## src/rtl/noc_pkg.sv

```systemverilog
// Shared constants and types for the virtual-channel link transmitter.
package noc_pkg;

    localparam int NOC_DATA_W   = 16;
    localparam int NOC_NUM_VC   = 2;
    localparam int NOC_VC_DEPTH = 4;

    // Every credit counter is this wide, which caps the buffer depth at 15.
    localparam int CRED_W = 4;

    // Width of a VC index; a single VC still gets a one-bit tag.
    function automatic int idx_w(input int n);
        return (n > 1) ? $clog2(n) : 1;
    endfunction

    localparam int NOC_VC_W = idx_w(NOC_NUM_VC);

    // One link flit as it leaves the block.
    typedef struct packed {
        logic [NOC_DATA_W-1:0] data;
        logic [NOC_VC_W-1:0]   vc_id;
    } flit_t;

endpackage

```

## src/rtl/noc_rr_arb.sv

```systemverilog
// Round-robin arbiter: the search starts just after the last granted requester.
module noc_rr_arb
    import noc_pkg::*;
#(
    parameter int N = 2
) (
    input  logic         clk,
    input  logic         rst,
    input  logic [N-1:0] req,
    input  logic         advance,
    output logic [N-1:0] grant
);

    localparam int IDX_W = idx_w(N);

    logic [IDX_W-1:0] ptr_q, ptr_d;
    logic [IDX_W-1:0] sel;
    logic             found;

    // Pick the first requester after the pointer; move the pointer only when a grant is consumed.
    always_comb begin
        grant = '0;
        found = 1'b0;
        sel   = ptr_q;
        for (int i = 1; i <= N; i++) begin
            if (!found && req[(int'(ptr_q) + i) % N]) begin
                found = 1'b1;
                grant[(int'(ptr_q) + i) % N] = 1'b1;
                sel = IDX_W'((int'(ptr_q) + i) % N);
            end
        end
        ptr_d = (advance && found) ? sel : ptr_q;
    end

    // Pointer register; resets to the last index so requester 0 wins first.
    always_ff @(posedge clk or negedge rst) begin
        if (!rst) ptr_q <= IDX_W'(N - 1);
        else      ptr_q <= ptr_d;
    end

endmodule

```

## src/rtl/noc_vc_tx.sv

```systemverilog
// Credit-based multi-VC link transmitter: arbitrates per-VC sources onto one registered link.
module noc_vc_tx
    import noc_pkg::*;
#(
    parameter int DATA_W   = NOC_DATA_W,
    parameter int NUM_VC   = NOC_NUM_VC,
    parameter int VC_DEPTH = NOC_VC_DEPTH
) (
    input  logic                     clk,
    input  logic                     rst,
    input  logic [NUM_VC-1:0]        in_valid,
    input  logic [NUM_VC*DATA_W-1:0] in_data,
    output logic [NUM_VC-1:0]        in_ready,
    output logic                     enable,
    output logic [DATA_W-1:0]        data,
    output logic [idx_w(NUM_VC)-1:0] vc_id,
    input  logic [NUM_VC-1:0]        credit,
    output logic                     credit_err,
    output logic [NUM_VC*CRED_W-1:0] credit_cnt
);

    localparam int VC_W = idx_w(NUM_VC);
    localparam logic [CRED_W-1:0] DEPTH_C = CRED_W'(VC_DEPTH);

    logic [CRED_W-1:0] cnt_q [NUM_VC];
    logic [CRED_W-1:0] cnt_d [NUM_VC];
    logic              err_q, err_d;
    logic              enable_q, enable_d;
    logic [DATA_W-1:0] data_q, data_d;
    logic [VC_W-1:0]   vc_id_q, vc_id_d;

    logic [NUM_VC-1:0] req;
    logic [NUM_VC-1:0] grant;
    logic              advance;

    // A VC may compete only with a pending flit and a free downstream slot; nothing competes in reset.
    always_comb begin
        req = '0;
        for (int v = 0; v < NUM_VC; v++) begin
            req[v] = rst && in_valid[v] && (cnt_q[v] != '0);
        end
    end

    // Grants are only issued to valid requesters, so any grant is a handshake.
    assign in_ready = grant;
    assign advance  = |grant;

    noc_rr_arb #(.N(NUM_VC)) u_arb (
        .clk     (clk),
        .rst     (rst),
        .req     (req),
        .advance (advance),
        .grant   (grant)
    );

    // Credit bookkeeping: a send and a returned credit in one cycle cancel out.
    always_comb begin
        err_d = err_q;
        for (int v = 0; v < NUM_VC; v++) begin
            cnt_d[v] = cnt_q[v];
            if (grant[v] && !credit[v]) begin
                cnt_d[v] = cnt_q[v] - CRED_W'(1);
            end else if (!grant[v] && credit[v]) begin
                if (cnt_q[v] == DEPTH_C) err_d = 1'b1;
                else                     cnt_d[v] = cnt_q[v] + CRED_W'(1);
            end
        end
    end

    // Link output stage: capture the granted flit; payload and tag hold when idle.
    always_comb begin
        enable_d = advance;
        data_d   = data_q;
        vc_id_d  = vc_id_q;
        for (int v = 0; v < NUM_VC; v++) begin
            if (grant[v]) begin
                data_d  = in_data[v*DATA_W +: DATA_W];
                vc_id_d = VC_W'(v);
            end
        end
    end

    // State registers; the async reset drops the link strobe without waiting for an edge.
    always_ff @(posedge clk or negedge rst) begin
        if (!rst) begin
            for (int v = 0; v < NUM_VC; v++) cnt_q[v] <= DEPTH_C;
            err_q    <= 1'b0;
            enable_q <= 1'b0;
            data_q   <= '0;
            vc_id_q  <= '0;
        end else begin
            for (int v = 0; v < NUM_VC; v++) cnt_q[v] <= cnt_d[v];
            err_q    <= err_d;
            enable_q <= enable_d;
            data_q   <= data_d;
            vc_id_q  <= vc_id_d;
        end
    end

    // Flatten counters for the status port.
    always_comb begin
        credit_cnt = '0;
        for (int v = 0; v < NUM_VC; v++) credit_cnt[v*CRED_W +: CRED_W] = cnt_q[v];
    end

    assign enable     = enable_q;
    assign data       = data_q;
    assign vc_id      = vc_id_q;
    assign credit_err = err_q;

endmodule

```

## config.mk

```make
export PLATFORM = sky130hd
export DESIGN_NAME = noc_vc_tx
export DESIGN_NICKNAME = d
export VERILOG_FILES = /design/src/rtl/noc_pkg.sv /design/src/rtl/noc_rr_arb.sv /design/src/rtl/noc_vc_tx.sv
export SDC_FILE = /design/constraint.sdc
export NUM_CORES = 1
export LEC_CHECK = 0
export ABC_AREA = 0
export CAP_MARGIN = 25
export CORE_MARGIN = 4
export CORE_UTILIZATION = 44
export CTS_CLUSTER_DIAMETER = 150
export DETAILED_ROUTE_END_ITERATION = 16
export PLACE_DENSITY = 0.85
export SKIP_LAST_GASP = 1
export SLEW_MARGIN = 10
export SYNTH_ARGS = -nofsm -noshare
export SYNTH_HDL_FRONTEND = slang
export SYNTH_SLANG_ARGS = --single-unit
export TNS_END_PERCENT = 30
```

## constraint.sdc

```tcl
create_clock -name clk -period 7.4 [get_ports clk]
set_clock_uncertainty 0.15 [all_clocks]
set_input_delay 1.48 -clock clk [delete_from_list [all_inputs] [get_ports clk]]
set_output_delay 1.48 -clock clk [all_outputs]
set_load 0.01 [all_outputs]
```

# ---- Word level (Yosys, flattened, before mapping)
# Cells that the tools add are included.
dict set report classes {
  add_sub_neg 6
  order_cmp 4
  n_reduce_logical 27
  mux 32
  eq_ne 4
  bitwise 3
}
# operator n
set op_table {}
lappend op_table {{$mux W16} 2}
lappend op_table {{$mux W4} 6}
lappend op_table {{$mux W1} 20}
lappend op_table {{$logic_and A1 B1 Y1} 12}
lappend op_table {{$add A4 B1 Y4 const B} 2}
lappend op_table {{$eq A4 B3 Y1 const B} 2}
lappend op_table {{$reduce_bool A2 Y1} 4}
lappend op_table {{$reduce_bool A4 Y1} 2}
lappend op_table {{$sub A4 B1 Y4 const B} 2}
lappend op_table {{$lt A2 B3 Y1 const B} 2}
lappend op_table {{$reduce_and A2 Y1} 3}
lappend op_table {{$logic_not A1 Y1} 5}
lappend op_table {{$ge A2 B1 Y1 const B} 2}
lappend op_table {{$mux W2} 2}
lappend op_table {{$ne A2 B2 Y1 const B} 2}
lappend op_table {{$add A1 B1 Y1 const B} 2}
lappend op_table {{$and A1 B1 Y1 const A} 2}
lappend op_table {{$demux W1 S1} 2}
lappend op_table {{$or A2 B2 Y2} 1}
lappend op_table {{$reduce_or A2 Y1} 1}
dict set report totals {
  wordCells 83
  output_inout_bits 29
  in_bits 38
  regBits 28
}

# ---- Longest topological paths before layout
dict set report logic_depth {
  word_depth 16
  depth_mapped 11
  depth_no_buf 10
}

# ---- Hierarchy
# From an unflattened synthesis, not the netlist that was laid out.
dict set report unflattened {
  cells_unflattened 141
  hier_area_um2 1496.4
}
# mod n_inst seq_area_each_um2 area_per_inst_um2 cells_per_inst
set modules_own_cells {}
lappend modules_own_cells {noc_vc_tx 1 678.2 1440.1 135}
lappend modules_own_cells {noc_rr_arb 1 26.3 56.3 6}

# ---- Worst setup path before layout
# No wires, ideal clock.
dict set report synth_timing {
  path_type {input to output}
  startpoint {input in_valid[1]}
  endpoint {output in_ready[1]}
  t_arrival_ps 2036
  required_ps 5770
  path_buffers 1
  path_slack_ps 3734
  cell_stages 3
  cell_sequence {nand3_1 > a21oi_4 > buf_4}
}
dict set report synth_between {
  elab_chain_len 9
  word_cells_on_any_way 14
  classes_between {9 x mux; 1 x bitwise; 4 x reduce/logical}
}
# item line
set synth_rtl {}
lappend synth_rtl {{from (decl)} noc_vc_tx.sv:11} ;# input logic [NUM_VC-1:0] in_valid,
lappend synth_rtl {{$logic_and A1 B1 Y1 (*) (2 in series)} noc_vc_tx.sv:40} ;# req[v] = rst && in_valid[v] && (cnt_q[v] != '0);
lappend synth_rtl {{$mux W1 (implied by the code) (3 in series)} noc_rr_arb.sv:26} ;# if (!found && req[(int'(ptr_q) + i) % N]) begin
lappend synth_rtl {{$mux W1} noc_rr_arb.sv:26}
lappend synth_rtl {{$logic_not A1 Y1} noc_rr_arb.sv:26}
lappend synth_rtl {{$logic_and A1 B1 Y1} noc_rr_arb.sv:26}
lappend synth_rtl {{$mux W2 (*)} noc_rr_arb.sv:26}
lappend synth_rtl {{to (decl)} noc_vc_tx.sv:13} ;# output logic [NUM_VC-1:0] in_ready,
# Every way passes the cells marked *; elsewhere a longest branch is shown, timed or not. The select of a mux whose other input is x is not followed.

# ---- Worst setup path after layout
dict set report layout_timing {
  startpoint {input rst}
  endpoint {output in_ready[0]}
}
dict set report layout_between {
  elab_chain_len 9
  word_cells_on_any_way 16
  classes_between {9 x mux; 1 x bitwise; 6 x reduce/logical}
}
# item line
set layout_rtl {}
lappend layout_rtl {{from (decl)} noc_vc_tx.sv:10} ;# input logic rst,
lappend layout_rtl {{$logic_and A1 B1 Y1 (2 in series)} noc_vc_tx.sv:40}
lappend layout_rtl {{$mux W1 (implied by the code) (3 in series)} noc_rr_arb.sv:26}
lappend layout_rtl {{$mux W1} noc_rr_arb.sv:26}
lappend layout_rtl {{$logic_not A1 Y1} noc_rr_arb.sv:26}
lappend layout_rtl {{$logic_and A1 B1 Y1} noc_rr_arb.sv:26}
lappend layout_rtl {{$mux W2 (*)} noc_rr_arb.sv:26}
# Marks and branches as above.

==> results by group <==
Setup path
  – Startpoint types: primary input
  – Worst Path Class, Setup: in -> out
  – Critical Path, Cell by Cell: clkdlybuf4s50_1, buf_4, nand3_1, o21ai_4, inv_4, clkdlybuf4s50_1
  – Crit end category: output pin
  – Crit-path max cell delay: 510 ps
  – Crit path DAT: 3670 ps
  – Most frequent CP cell: clkdlybuf4s50_1
  – Critical Path RT: 5770 ps
  – R2r setup slk: 4570 ps
  – Crit-path max FO: 32
  – Slowest-stage cell, CP: o21ai_4

Placed design
  – Placed cell count: 247
  – Placed inst area: 2140 um2
  – Input/output buffers: 66
  – Final GP Congestion: 0.776
  – DP Wirelength: 2.92 mm

Floorplanning
  – Row count: 20
  – Die footprint: 4300 um2
  – I/O pins: 67
  – Starting Density: 47.1%
  – Horiz. Die Dim: 65.6 um
  – Core area: 3100 um2
  – Die H: 65.6 um

STA
  – Final TNS setup: 0 ps
  – Min Tclk post-route: 5300 ps
  – Slew HR: 64.9%
  – Hold slack: 375 ps
  – Count of final setup violators: 0
  – Final slew viol count: 0
  – Fmax achieved: 189 MHz
  – Unrepaired setup endpoints after global routing: no
  – Worst-Margin Slew: 525 ps
  – Period utilisation layout: 71.6%
  – Hold Violations, Final: 0

Final layout
  – Ratio of cells with drive above 1 in the final layout: 12.1%
  – Nets@finish: 251
  – Non-filler cells, final: 251
  – Fin area: 2190 um2
  – Fillcell total: 248
  – # diodes: 0
  – Layout area overhead: 50.1%

Detailed routing
  – Final wirelength: 3.84 mm
  – Post-DR wirelength/cell: 15.3 um
  – Pre-antenna DRT Iters: 4
  – Via density: 5.25
  – Antenna viol nets, final: 0
  – Vias: 1,318
  – 1st-iter DRT viols: 65
  – DR DRC count: 0

Logic synthesis
  – Mux cell area share after synthesis: 1.46%
  – Async SR Flop Fraction: 100%
  – Synthesized flop and latch total: 28
  – Post-synth top area share: 42.8%
  – Post-Synth XOR/XNOR Area: 4.80%
  – Synth Area in Simple Gates: 19.4%
  – Yosys warnings: 0
  – Synth top cells by count: nor2_1 (32), dfrtp_1 (25), nand2_1 (9), o22ai_1 (9), o22ai_2 (8)
  – Post-synthesis cell count: 141
  – Largest family of logic cells by synthesized area: simple AND/OR/NAND/NOR gates
  – Mapped Area: 1460 um2
  – Post-Syn Nets: 184
  – Synth area leader: dfrtp_1
  – Seq/Total Area, Yosys: 48.2%
  – Mapped Avg Cell Area: 10.4 um2
  – Synth cell types: 38
  – Synth area leaders: dfrtp_1 (43%), nor2_1 (8.2%), o22ai_2 (6.9%)
  – Synth Area in Adders: 4.28%
  – Main synth FF type: dfrtp_1
  – Synth Area in Compound Gates: 17.5%
  – Post-synth EDFFs: 0
  – Most common cell in the netlist: nor2_1

GRT
  – Global-route wire length before repair: 6.36 mm
  – Gr ovfl total: 0
  – Vias in the first global route: 1,398
  – Initial antenna violation count: 0
  – All-layer global routing usage: 18.9%
  – Pin count of the biggest net entering global routing: 33

Run
  – MaxCap Viol Count: 0

Pwr
  – Final Power: 0.000734 W
  – Maximum vdd ir drop: 0.172 mV
  – Pwr Density: 335 nW/um2
  – Leakage: 0.897 nW

Clocking
  – CTS root buf: clkbuf_4
  – Clk buf depth: 2
  – Total CTS buffers: 3
  – Post-cts repair resize count: 0
  – Worst skew pair latency: 330 ps
  – Post-CTS setup buffer count: 0
  – H-tree levels: 1
  – CTS tree: yes
  – Clk sink count: 28
  – Hold Buf Count CTS: 0
  – Clock transition at path regs: 150 ps

Min path
  – Hold/Removal Path Class: reg -> reg

Outcome
  – Status: complete, no violations
## metal layers
metal	vias to the layer above	GRT usage [%]	share of wire, %
met3	9	3.59	5.7
li1	623	-	-
met4	0	8.29	2.5
met5	-	0	0
met2	58	33.2	50
met1	628	22.3	41
## final timing paths
check	startpoint	end	depth (start not counted)
worst max-delay path	rst	in_ready[0]	6
worst min-delay path	vc_id$_DFFE_PN0P_	vc_id$_DFFE_PN0P_	2
min in group asynchronous	rst	credit_cnt[3]$_DFFE_PN0P_	2
worst min register to register	vc_id$_DFFE_PN0P_	vc_id$_DFFE_PN0P_	2
max in group asynchronous	rst	u_arb.ptr_q$_DFFE_PN1P_	2
worst max register to register	credit_cnt[1]$_DFFE_PN0P_	credit_cnt[6]$_DFFE_PN1P_	10
## state kept, by name (all words and copies together) (netlist names)
register     cells
credit_cnt       8
credit_err       1
data            16
enable           1
u_arb.ptr_q      1
vc_id            1
## layout make-up
| class | instances | area, um2 | area share [%] |
|---|---|---|---|
| Tap cell | 44 | 55.1 | 2.51 |
| Multi-Input combinational cell | 104 | 692 | 31.6 |
| Clock inverter | 1 | 30.0 | 1.37 |
| Inverter | 4 | 20.0 | 0.913 |
| Sequential cell | 28 | 704 | 32.1 |
| Timing Repair Buffer | 67 | 668 | 30.5 |
| Clock buffer | 3 | 22.5 | 1.03 |
## report_power, final
group          switching [W]  leakage, nW  internal [W]
registers          0.0000682        0.312      0.000222
clock network      0.0000467       0.0279     0.0000549
logic               0.000148        0.557      0.000194
## cell usage in the layout, fill, tap and decap left out, types with 2 or more instances in the layout
cell / netlist / layout
a21oi_1: 2 / 2
a31oi_1: 2 / 2
clkbuf_4: 0 / 3
clkdlybuf4s50_1: 0 / 66
dfrtp_1: 25 / 25
dfstp_2: 3 / 3
ha_1: 5 / 5
inv_1: 2 / 2
inv_4: 2 / 2
nand2_1: 9 / 9
nand3_1: 4 / 4
nor2_1: 32 / 32
nor2b_1: 2 / 2
nor3_1: 2 / 2
o21ai_0: 3 / 3
o22ai_1: 9 / 9
o22ai_2: 8 / 8
or4_1: 2 / 2
xnor2_1: 3 / 3
xor2_1: 5 / 5
## worst max-delay path: cells and delay by family
family	cells	cell delay, ps
simple gates	1	300
compound gates	1	510
buf+inv	4	1350
## metrics by stage
step,util (%),setup WS [ps]
after floorplan,-,3730
after global placement,69.0,2150
after detailed placement,69.0,2060
after CTS,70.6,2060
after global routing,70.6,1910
final,70.6,2100
## kinds of logic after synthesis
kind of cell,Yosys count
AND/OR/NAND/NOR,59
XOR/XNOR,8
flip-flops,28
adder cells (fa/ha/maj),5
buffers and inverters,9
multiplexers,2
AO/OA/AOI/OAI,30
(Power assumes the default switching activity.)
